$ cat config.mk
export PLATFORM = sky130hd
export DESIGN_NAME = ps2_frame_receiver
export DESIGN_NICKNAME = d
export VERILOG_FILES = /design/src/rtl/ps2_pkg.sv /design/src/rtl/ps2_timeout_counter.sv /design/src/rtl/ps2_frame_receiver.sv
export SDC_FILE = /design/constraint.sdc
export NUM_CORES = 1
export LEC_CHECK = 0
export ABC_AREA = 1
export BUFFER_PORTS_ARGS = -buffer_cell sky130_fd_sc_hd__buf_4
export CAP_MARGIN = 5
export CORE_UTILIZATION = 52
export CTS_CLUSTER_DIAMETER = 200
export CTS_CLUSTER_SIZE = 12
export DETAILED_ROUTE_END_ITERATION = 8
export PLACE_DENSITY = 0.8
export SYNTH_ARGS = -nofsm -noshare
export SYNTH_HDL_FRONTEND = slang
export SYNTH_SLANG_ARGS = --single-unit
$ cat constraint.sdc
create_clock -name clock -period 1.9 [get_ports clock]
set_clock_uncertainty 0.05 [all_clocks]
set_input_delay 0.285 -clock clock [delete_from_list [all_inputs] [get_ports clock]]
set_output_delay 0.285 -clock clock [all_outputs]
set_load 0.01 [all_outputs]
$ cat src/rtl/ps2_pkg.sv
// Shared definitions for the PS/2 frame receiver: state encoding, frame geometry
// and the default inter-edge timeout.
package ps2_pkg;

    typedef enum logic [1:0] {
        IDLE   = 2'd0,
        DATA   = 2'd1,
        PARITY = 2'd2,
        STOP   = 2'd3
    } ps2State_t;

    localparam int FRAME_BITS             = 11;
    localparam int DATA_BITS              = 8;
    localparam int DEFAULT_TIMEOUT_CYCLES = 5000;

    // Odd parity: data plus parity bit must hold an odd number of ones.
    function automatic logic oddParityOk(input logic [7:0] data, input logic parity);
        return ^{data, parity};
    endfunction

endpackage

$ cat src/rtl/ps2_timeout_counter.sv
// Counts clock cycles since the last PS/2 clock edge; expired marks the cycle in
// which the count is about to reach TIMEOUT_CYCLES-1.
module ps2_timeout_counter
    import ps2_pkg::*;
#(
    parameter int TIMEOUT_CYCLES = DEFAULT_TIMEOUT_CYCLES
) (
    input  logic clock,
    input  logic reset,
    input  logic clear,
    input  logic enable,
    output logic expired
);

    localparam int CW = (TIMEOUT_CYCLES > 2) ? $clog2(TIMEOUT_CYCLES) : 2;
    localparam logic [CW-1:0] LAST_BEFORE_LIMIT = CW'(TIMEOUT_CYCLES - 2);

    logic [CW-1:0] count;

    always_ff @(posedge clock) begin
        if (!reset) begin
            count <= '0;
        end else if (clear) begin
            count <= '0;
        end else if (enable) begin
            count <= count + CW'(1);
        end
    end

    // A clear in the same cycle suppresses expiry, so a late edge always wins.
    assign expired = enable && !clear && (count == LAST_BEFORE_LIMIT);

endmodule

$ cat src/rtl/ps2_frame_receiver.sv
// PS/2 device-to-host frame receiver: start, 8 data bits LSB first, odd parity,
// stop. Accepted bytes are held on dataOut until acknowledged.
module ps2_frame_receiver
    import ps2_pkg::*;
#(
    parameter int TIMEOUT_CYCLES = DEFAULT_TIMEOUT_CYCLES
) (
    input  logic       clock,
    input  logic       reset,
    input  logic       ps2ClockFallingEdge,
    input  logic       ps2Data,
    output logic [7:0] dataOut,
    output logic       dataValid,
    input  logic       dataAcknowledge,
    output logic       busy,
    output logic       parityError,
    output logic       frameError,
    output logic       overrun,
    output ps2State_t  debugState
);

    ps2State_t  state, stateNext;
    logic [2:0] bitCount, bitCountNext;
    logic [7:0] shiftReg, shiftNext;
    logic       parityBit, parityNext;
    logic [7:0] dataOutNext;
    logic       validNext;
    logic       parityErrNext, frameErrNext, overrunNext;
    logic       timeoutExpired;

    ps2_timeout_counter #(
        .TIMEOUT_CYCLES(TIMEOUT_CYCLES)
    ) timeoutCounter (
        .clock  (clock),
        .reset  (reset),
        .clear  (ps2ClockFallingEdge || (state == IDLE)),
        .enable (state != IDLE),
        .expired(timeoutExpired)
    );

    // Output handshake: dataValid=1 means dataOut holds an unconsumed byte; the
    // consumer takes it by raising dataAcknowledge in any cycle with dataValid=1,
    // and dataValid drops the next cycle unless a new byte is accepted that cycle.
    always_comb begin
        stateNext     = state;
        bitCountNext  = bitCount;
        shiftNext     = shiftReg;
        parityNext    = parityBit;
        dataOutNext   = dataOut;
        validNext     = dataValid && !dataAcknowledge;
        parityErrNext = 1'b0;
        frameErrNext  = 1'b0;
        overrunNext   = 1'b0;

        case (state)
            IDLE: begin
                if (ps2ClockFallingEdge && !ps2Data) begin
                    stateNext    = DATA;
                    bitCountNext = '0;
                end
            end
            DATA: begin
                if (ps2ClockFallingEdge) begin
                    shiftNext    = {ps2Data, shiftReg[7:1]};
                    bitCountNext = bitCount + 3'd1;
                    if (bitCount == 3'(DATA_BITS - 1)) stateNext = PARITY;
                end else if (timeoutExpired) begin
                    stateNext    = IDLE;
                    frameErrNext = 1'b1;
                end
            end
            PARITY: begin
                if (ps2ClockFallingEdge) begin
                    parityNext = ps2Data;
                    stateNext  = STOP;
                end else if (timeoutExpired) begin
                    stateNext    = IDLE;
                    frameErrNext = 1'b1;
                end
            end
            STOP: begin
                if (ps2ClockFallingEdge) begin
                    stateNext = IDLE;
                    if (!ps2Data) begin
                        frameErrNext = 1'b1;
                    end else if (!oddParityOk(shiftReg, parityBit)) begin
                        parityErrNext = 1'b1;
                    end else if (dataValid && !dataAcknowledge) begin
                        overrunNext = 1'b1;
                    end else begin
                        dataOutNext = shiftReg;
                        validNext   = 1'b1;
                    end
                end else if (timeoutExpired) begin
                    stateNext    = IDLE;
                    frameErrNext = 1'b1;
                end
            end
            default: stateNext = IDLE;
        endcase
    end

    always_ff @(posedge clock) begin
        if (!reset) begin
            state       <= IDLE;
            bitCount    <= '0;
            shiftReg    <= '0;
            parityBit   <= 1'b0;
            dataOut     <= 8'h00;
            dataValid   <= 1'b0;
            busy        <= 1'b0;
            parityError <= 1'b0;
            frameError  <= 1'b0;
            overrun     <= 1'b0;
        end else begin
            state       <= stateNext;
            bitCount    <= bitCountNext;
            shiftReg    <= shiftNext;
            parityBit   <= parityNext;
            dataOut     <= dataOutNext;
            dataValid   <= validNext;
            busy        <= (stateNext != IDLE);
            parityError <= parityErrNext;
            frameError  <= frameErrNext;
            overrun     <= overrunNext;
        end
    end

    assign debugState = state;

endmodule

* Word-level counts from Yosys, hierarchy flattened *
Index checks and enable logic that the tools add are counted.

storage, ports and cells
  logic and storage cells = 64
  memories = 0
  bits in registers = 40
  bits in latches = 0
  memory bits (read-only) = 0
  output and inout bits = 15
  input bits = 5
  memory bits (writable) = 0

cells by class
  multiply operators = 0
  shifts and indexed selects = 0
  equal/unequal tests = 7
  magnitude comparators = 0
  div/mod/pow operators = 0
  bitwise logic cells = 2
  add/subtract/negate cells = 2
  mux-type cells = 21
  reductions and logical operators = 21

operators by type and width
  kind                                            number
  adder 13 x 1 -> 13 bit (second input constant)  1
  == test 13 bit (second input constant)          1
  2-to-1 mux 2 bit                                6
  2-to-1 mux 1 bit                                10
  AND reduction 5 bit                             2
  parity 9 bit                                    1
  case mux 2 bit (4 select lines)                 1
  2-to-1 mux 3 bit                                2
  case mux 3 bit (2 select lines)                 1
  nonzero test 2 bit                              3
  == test 2 bit (second input constant)           2
  logical AND 1 bit                               4
  AND reduction 2 bit                             2
  AND reduction 4 bit                             1
  OR reduction 2 bit                              2
  adder 3 x 1 -> 3 bit (second input constant)    1
  == test 3 bit (second input constant)           1
  zero test 1 bit                                 3
  AND reduction 3 bit                             1
  == test 2 x 1 -> 1 bit (second input constant)  1
  zero test 2 bit                                 1
  != test 2 x 1 -> 1 bit (second input constant)  1
  != test 2 bit (second input constant)           1
  inverter 1 bit                                  2
  2 further kinds                                 2

* Logic depth before layout (Yosys ltp) *
Gate-level depths: netlist of the first run.

  depth in word-level cells = 9
  depth in mapped cells = 13
  gate-level depth less buffers = 12

* Hierarchy *
A second synthesis of the first run with hierarchy kept.

unflattened totals
  cell total of the unflattened synthesis = 333
  area total of the unflattened synthesis = 2147.1 um2

modules (own cells, without submodules)
  module               sequential area each (um2)  area an instance (um2)  instances  cells each
  ps2_frame_receiver   540.5                       1462.7                  1          227
  ps2_timeout_counter  260.2                       684.4                   1          106

* Worst setup path before layout of the first run *
Ideal clock, no wire load.

  path type = reg2reg
  start point = reg state[0], in the netlist debugState[0]
  end point = reg timeoutCounter.count[12]
  period minus slack after synthesis = 1.887 ns
  data arrival time = 1.722 ns
  required time = 1.735 ns
  stages on the path, launching flop included = 14
  slack = 0.013 ns
  library setup time = 0.115 ns
  buffers on the path = 1
  path through = dfxtp_1 -> inv_1 -> ha_1 -> buf_2 -> inv_1 -> nand2_1 -> inv_1 -> nand4_1 -> nor2_1 -> nand2_1 -> nor2_1 -> nand3_1 -> nand2_1 -> nor2_1

on the way
  word-level cells in the longest chain between the ends = 3
  elaborated cells between the ends (all ways) = 4
  classes of those cells = reduce/logical: 4

ends and longest elaborated chain
  element                       line                       source
  start: declaration            ps2_frame_receiver.sv:22   ps2State_t state, stateNext;
  start signal: assignment      ps2_frame_receiver.sv:116  state <= stateNext;
  zero test 2 bit               ps2_frame_receiver.sv:36   .clear (ps2ClockFallingEdge || (state == IDLE)),
  logical OR 1 bit              ps2_frame_receiver.sv:36
  OR reduction 2 bit (no line)  n/a
  end signal: assignment        ps2_timeout_counter.sv:26  count <= count + CW'(1);
  end: declaration              ps2_timeout_counter.sv:18  logic [CW-1:0] count;

Parallel ways exist; a longest one is shown, timed or not.
A chain may end at the register's enable or synchronous reset.

* Worst setup path in the final report of the first run *
Same ends and word-level chain as after synthesis.

==> impl_metrics.yaml, run 1 <==
sta:
  hold_slack_ns: 0.184
  final-setup-viol-count: 0
  tightest_slew_ns: 0.358
  finalMaxSlewViolations: 0
  fmax_mhz: 577
  layout_min_cycle_time_ns: 1.73
  totalNegativeSetupSlack_ns: 0
  rsz0062_at_grt: "false"
  hold_viol: 0
  final.period_utilization_pct: 91.2
  max_slew_margin_pct: 75.9
grt:
  grt_max_degree: 20
  grt_usage_pct: 20.5
  grt_overflow: 0
  grt_pass1_vias: 1621
  antenna_found_initial: 0
  grt_pass1_wl_mm: 6.65
clock_tree:
  postCtsSetupBuffers: 0
  cts_buffers: 5
  clk_pin_slew_ns: 0.07
  insertion_delay_ns: 0.28
  root_buffer: "clkbuf_8"
  ctsHtreeMaxLevel: 2
  tritoncts: "built"
  holdBufCountCts: 0
  clock-sinks: 40
  cts_buffer_depth: 2
worst_setup_path:
  r2r-end: "timeoutCounter.count[12]$_SDFFE_PP0N_"
  slowest_stage: "dfxtp_1"
  cp_top_family: "simple AND/OR/NAND/NOR gates"
  cp.required_ns: 2.03
  crit_path_max_incr_delay_ns: 0.33
  criticalPathCategory: "reg2reg"
  crit_start: "debugState[0]$_SDFF_PN0_"
  crit_fanout: 4
  endpoint_kind: "flip-flop"
  crit_arrival_ns: 1.86
  cp_num_buf_inv: 3
  r2r_slack_ns: 0.17
  cp-start-kind: "flip-flop"
  reg2reg_from: "debugState[0]$_SDFF_PN0_"
  path_cells: "inv_1 > ha_1 > inv_1 > nand2_1 > inv_1 > nand4_1 > nor2_2 > nand2_1 > nor2_1 > nand3_1 > nand2_1 > nor2_1"
  rr_worst_depth: 12
finish:
  drive_gt1_share_pct: 11.4
  final_nets: 347
  stdcell_area_mm2: 0.00236
  antenna_cells: 0
  area_delta_synth_final_pct: 15.2
route:
  drtAntennaViolNets: 0
  drt-initial-drc-count: 106
  routed.top_layer: "met4"
  wl_per_cell_um: 10.2
  met1_length_mm: 1.96
  firstDrtPassIters: 4
  drt-total-wl_mm: 3.87
  drc: 0
  met2WireLength_mm: 1.69
  vias: 1875
  vias_per_cell: 4.93
  route.met3.wl_um: 143
worst_hold_path:
  hold_path.class: "in2reg"
  hp-start: "ps2ClockFallingEdge"
  min_path_cells: 2
  whs_endpoint: "timeoutCounter.count[1]$_SDFFE_PP0N_"
yosys:
  synth_edf_count: 0
  syn_inst: 306
  yosys_register_bits: 40
  seq_area_frac_synth_pct: 39.1
  ys_async_sr_fraction_pct: 0
  ys_types: 25
  yosysWarnings: 0
  synth_flop_cell: "dfxtp_1"
  synth_area_mm2: 0.00205
  syn_nets: 319
  avgSynthCellArea_um2: 6.70
placed_design:
  io_buffers: 19
  detailed_place_hpwl_mm: 2.87
  place_area_mm2: 0.00228
  place.gp.congestion: 0.888
die:
  fp.dieArea_mm2: 0.00420
  die_w_um: 64.8
  row_count: 22
  core-area_mm2: 0.00372
  die_y_um: 64.8
  initial_core_util_pct: 55.2
  io_pins: 20
status:
  run_status: "complete, no violations"
power_and_ir_drop:
  leakagePower_uw: 0.00102
  powerDensity_mw_per_mm2: 655
  peakVddDrop_v: 0.000456
job:
  max_cap_violations: 0
## worst max-delay path by stage
stage / to / slack [ns] / cells past startpoint
after floorplan: timeoutCounter.count[12]$_SDFFE_PP0N_ / 0.01 / 13
after global placement: timeoutCounter.count[9]$_SDFFE_PP0N_ / 0.26 / 9
after detailed placement: timeoutCounter.count[9]$_SDFFE_PP0N_ / 0.19 / 9
after CTS: timeoutCounter.count[9]$_SDFFE_PP0N_ / 0.17 / 9
after global routing: timeoutCounter.count[12]$_SDFFE_PP0N_ / 0.005 / 12
final: timeoutCounter.count[12]$_SDFFE_PP0N_ / 0.17 / 12
## power breakdown
group	switching, uW	leakage, uW	total (uW)	internal [uW]
sequential	11.2	0.000323	866	855
clock	253	0.0000359	490	236
combinational	127	0.000664	191	64.0
## flip-flops by register name, summed over array words and instances (netlist names)
name,count
timeoutCounter.count,13
dataOut,8
shiftReg,8
bitCount,3
debugState,2
busy,1
dataValid,1
frameError,1
overrun,1
parityBit,1
parityError,1
## kinds of logic after synthesis
group           after synthesis  synth area share, %
simple gates                143                 30.6
buf+inv                      64                 11.8
compound gates               50                 13.2
flops                        40                 39.1
fa+ha+maj                     8                 4.88
xor+xnor                      1                0.427
## cells in the final DEF (no fill, tap or decap), drive strengths merged
master,netlist,final
nand2,85,85
inv,59,59
dfxtp,40,40
nor2,27,27
buf,2,26
a21oi,24,24
o21ai,19,19
nand3,14,14
nand4,12,12
ha,8,8
clkbuf,3,5
a211oi,3,3
nor3,3,3
nor4,2,2
a2111oi,1,1
o21bai,1,1
xor2,1,1
a21boi,1,1
a221oi,1,1
## cell type report
class,instances,area (um2)
Inverter,59,221
Clock buffer,5,68.8
Timing Repair Buffer,26,195
Multi-Input combinational cell,202,1010
Fill cell,362,1360
Sequential cell,40,801
Tap cell,48,60.1
## through the flow
step / util [%] / instances / total power [uW] / setup slack, ns
after floorplan: - / 306 / 1020 / 0.0125
after global placement: 61.5 / 375 / 1070 / 0.258
after detailed placement: 61.5 / 375 / 1070 / 0.192
after CTS: 63.3 / 380 / 1570 / 0.171
after global routing: 63.5 / 380 / 1630 / 0.00502
final: 63.5 / 380 / 1550 / 0.168
## cells in the mapped netlist, drive strengths merged, types with 2 or more instances
cell type / count / area [um2]
dfxtp: 40 / 801
nor4: 2 / 27.5
nand2: 85 / 322
inv: 59 / 221
nand4: 12 / 75.1
nand3: 14 / 87.6
nor2: 27 / 101
o21ai: 19 / 95.1
ha: 8 / 100
a21oi: 24 / 120
buf: 2 / 8.75
nor3: 3 / 15.0
a211oi: 3 / 22.5
clkbuf: 3 / 11.3
## metal layers
layer  global-route usage [%]  up-vias
met5                        0        -
met4                     10.6        0
met3                     4.23        5
met2                     31.6       32
met1                     26.7      809
li1                         -     1029
## repair_timing
item                                   CTS  global route
endpoints found under the hold margin    0             0
gates resized for setup                  0             2
setup endpoints to repair                0             2
## worst register-to-register path, delay by kind of cell (launching register included)
family | cells | cell delay (ns)
adders and majority gates | 1 | 0.26
DFF | 1 | 0.33
and+or+nand+nor | 8 | 0.77
buffers and inverters | 3 | 0.22
Note: power is estimated with default switching activity, not from simulation.
==> run 2, diff against run 1 <==
--- a/config.mk
+++ b/config.mk
@@ -12,7 +12,9 @@
 export CTS_CLUSTER_DIAMETER = 200
 export CTS_CLUSTER_SIZE = 12
 export DETAILED_ROUTE_END_ITERATION = 8
+export GPL_TIMING_DRIVEN = 0
 export PLACE_DENSITY = 0.8
+export REMOVE_ABC_BUFFERS = 1
 export SYNTH_ARGS = -nofsm -noshare
 export SYNTH_HDL_FRONTEND = slang
 export SYNTH_SLANG_ARGS = --single-unit
==> run 2 against run 1 <==
Non-clock buffer count is 5 lower; die area stayed put; clock power is 20% higher; combinational power is 3% lower; maximum frequency is 1.7% lower; core utilization is 0.64 points higher; largest power group unchanged.
==> impl_metrics.yaml, run 2 (synthesis gave the netlist of run 1 again) <==
worst_setup_path:
  cp-start-kind: "flip-flop"
  path_cells: "inv_2 > ha_4 > inv_4 > nand2_1 > inv_1 > nand4_1 > nor2_2 > nand2_2 > o21ai_0 > a21oi_1"
  r2r_slack_ns: 0.14
  slowest_stage: "dfxtp_4"
  rr_worst_depth: 10
  r2r-end: "timeoutCounter.count[10]$_SDFFE_PP0N_"
  crit_arrival_ns: 1.89
  crit_fanout: 9
  crit_start: "debugState[1]$_SDFF_PN0_"
  endpoint_kind: "flip-flop"
  reg2reg_from: "debugState[1]$_SDFF_PN0_"
  criticalPathCategory: "reg2reg"
  crit_path_end: "timeoutCounter.count[10]$_SDFFE_PP0N_"
  crit_path_max_incr_delay_ns: 0.39
  cp.required_ns: 2.02
route:
  vias_per_cell: 4.99
  drtAntennaViolNets: 0
  wl_per_cell_um: 10.4
  drc: 0
  vias: 1888
  firstDrtPassIters: 4
  drt-initial-drc-count: 153
  drt-total-wl_mm: 3.94
status:
  run_status: "complete, no violations"
grt:
  grt_use_met2_pct: 35.0
  use_met1_pct: 27.5
  grt_pass1_wl_mm: 7.05
  use_met3_pct: 4.23
  grt_usage_pct: 21.5
  grt-busiest-layer: "met2"
  antenna_found_initial: 0
  grt_overflow: 0
  grt_max_degree: 20
  grt_pass1_vias: 1705
die:
  fp.dieArea_mm2: 0.00420
  die_w_um: 64.8
  core-area_mm2: 0.00372
  die_y_um: 64.8
  initial_core_util_pct: 55.2
  io_pins: 20
  row_count: 22
clock_tree:
  tritoncts: "built"
  clock-sinks: 40
  cts_buffers: 5
  clk_pin_slew_ns: 0.08
  ctsHtreeMaxLevel: 2
  root_buffer: "clkbuf_8"
  insertion_delay_ns: 0.29
  cts_buffer_depth: 2
power_and_ir_drop:
  powerDensity_mw_per_mm2: 687
  leakagePower_uw: 0.00101
  peakVddDrop_v: 0.000387
sta:
  totalNegativeSetupSlack_ns: 0
  fmax_mhz: 567
  layout_min_cycle_time_ns: 1.76
  hold_viol: 0
  max_slew_margin_pct: 63.8
  rsz0062_at_grt: "false"
  hold_slack_ns: 0.195
  tightest_slew_ns: 0.539
  final.period_utilization_pct: 92.8
  final-setup-viol-count: 0
  finalMaxSlewViolations: 0
placed_design:
  dp.cells: 368
  place.gp.congestion: 0.788
  place_area_mm2: 0.00223
  io_buffers: 19
  detailed_place_hpwl_mm: 2.74
finish:
  reg_top3: "timeoutCounter.count (13), dataOut (8), shiftReg (8)"
  final_cell_mix: "nand2_1, inv_1, dfxtp_1"
  final_common_cell: "nand2_1"
  largest_register: "timeoutCounter.count"
  largest_reg_flops: 13
  stdcell_area_mm2: 0.00238
  area_delta_synth_final_pct: 16.4
  multiInputGateArea_mm2: 0.00104
  fill_cells: 331
  drive_gt1_share_pct: 14.2
  ff_latch_area_um2: 806
  layout.cells.non_filler: 378
  final_nets: 342
  antenna_cells: 0
worst_hold_path:
  hold_path.class: "in2reg"
job:
  max_cap_violations: 0
## run 2: worst min-delay path by stage
| stage | startpoint | end | slack, ns | depth (start not counted) |
|---|---|---|---|---|
| 2_1_floorplan | ps2ClockFallingEdge | timeoutCounter.count[1]$_SDFFE_PP0N_ | 0.32 | 1 |
| 3_3_place_gp | timeoutCounter.count[0]$_SDFFE_PP0N_ | timeoutCounter.count[0]$_SDFFE_PP0N_ | 0.38 | 1 |
| 3_5_place_dp | timeoutCounter.count[0]$_SDFFE_PP0N_ | timeoutCounter.count[0]$_SDFFE_PP0N_ | 0.39 | 1 |
| 4_1_cts | ps2ClockFallingEdge | timeoutCounter.count[1]$_SDFFE_PP0N_ | 0.18 | 2 |
| 5_1_grt | ps2ClockFallingEdge | timeoutCounter.count[1]$_SDFFE_PP0N_ | 0.20 | 2 |
| 6_report | ps2ClockFallingEdge | timeoutCounter.count[1]$_SDFFE_PP0N_ | 0.19 | 2 |
## run 2: repair_timing
action	CTS	global route
endpoints found under the setup margin	15	9
buffers inserted	0	2
hold buffers	0	0
pin swaps	0	3
gates resized for setup	5	13
## run 2: final cells by class
cell class | instances | area share, %
Tap cell | 48 | 2.52
Timing Repair Buffer | 21 | 6.61
Clock buffer | 6 | 3.46
Sequential cell | 40 | 33.8
Multi-Input combinational cell | 202 | 43.8
Clock inverter | 2 | 0.420
Inverter | 59 | 9.39
## run 2: through the flow
step | total power [uW] | util, % | setup WS (ns)
2_1_floorplan | 1020 | - | 0.0484
3_3_place_gp | 1060 | 60.1 | -0.193
3_5_place_dp | 1060 | 60.1 | -0.215
4_1_cts | 1640 | 62.8 | 0.00414
5_1_grt | 1720 | 64.2 | 0.0237
6_report | 1640 | 64.2 | 0.137
## run 2: report_power, final
part,total [uW],internal [uW],switching [uW]
Combinational,186,60.6,125
Clock,586,290,296
Sequential,866,853,12.8
## run 2: metal layers
layer | up-vias | share of wire (%)
met5 | - | 0
met4 | 0 | 2.2
met3 | 10 | 4.2
met2 | 34 | 44
met1 | 827 | 49
li1 | 1017 | -
## run 2: worst max-delay path: cells and delay by family, from the launching register on
| family | cells | cell delay (ns) |
|---|---|---|
| simple gates | 4 | 0.53 |
| flops | 1 | 0.39 |
| compound gates | 2 | 0.26 |
| buf+inv | 3 | 0.22 |
| fa+ha+maj | 1 | 0.20 |
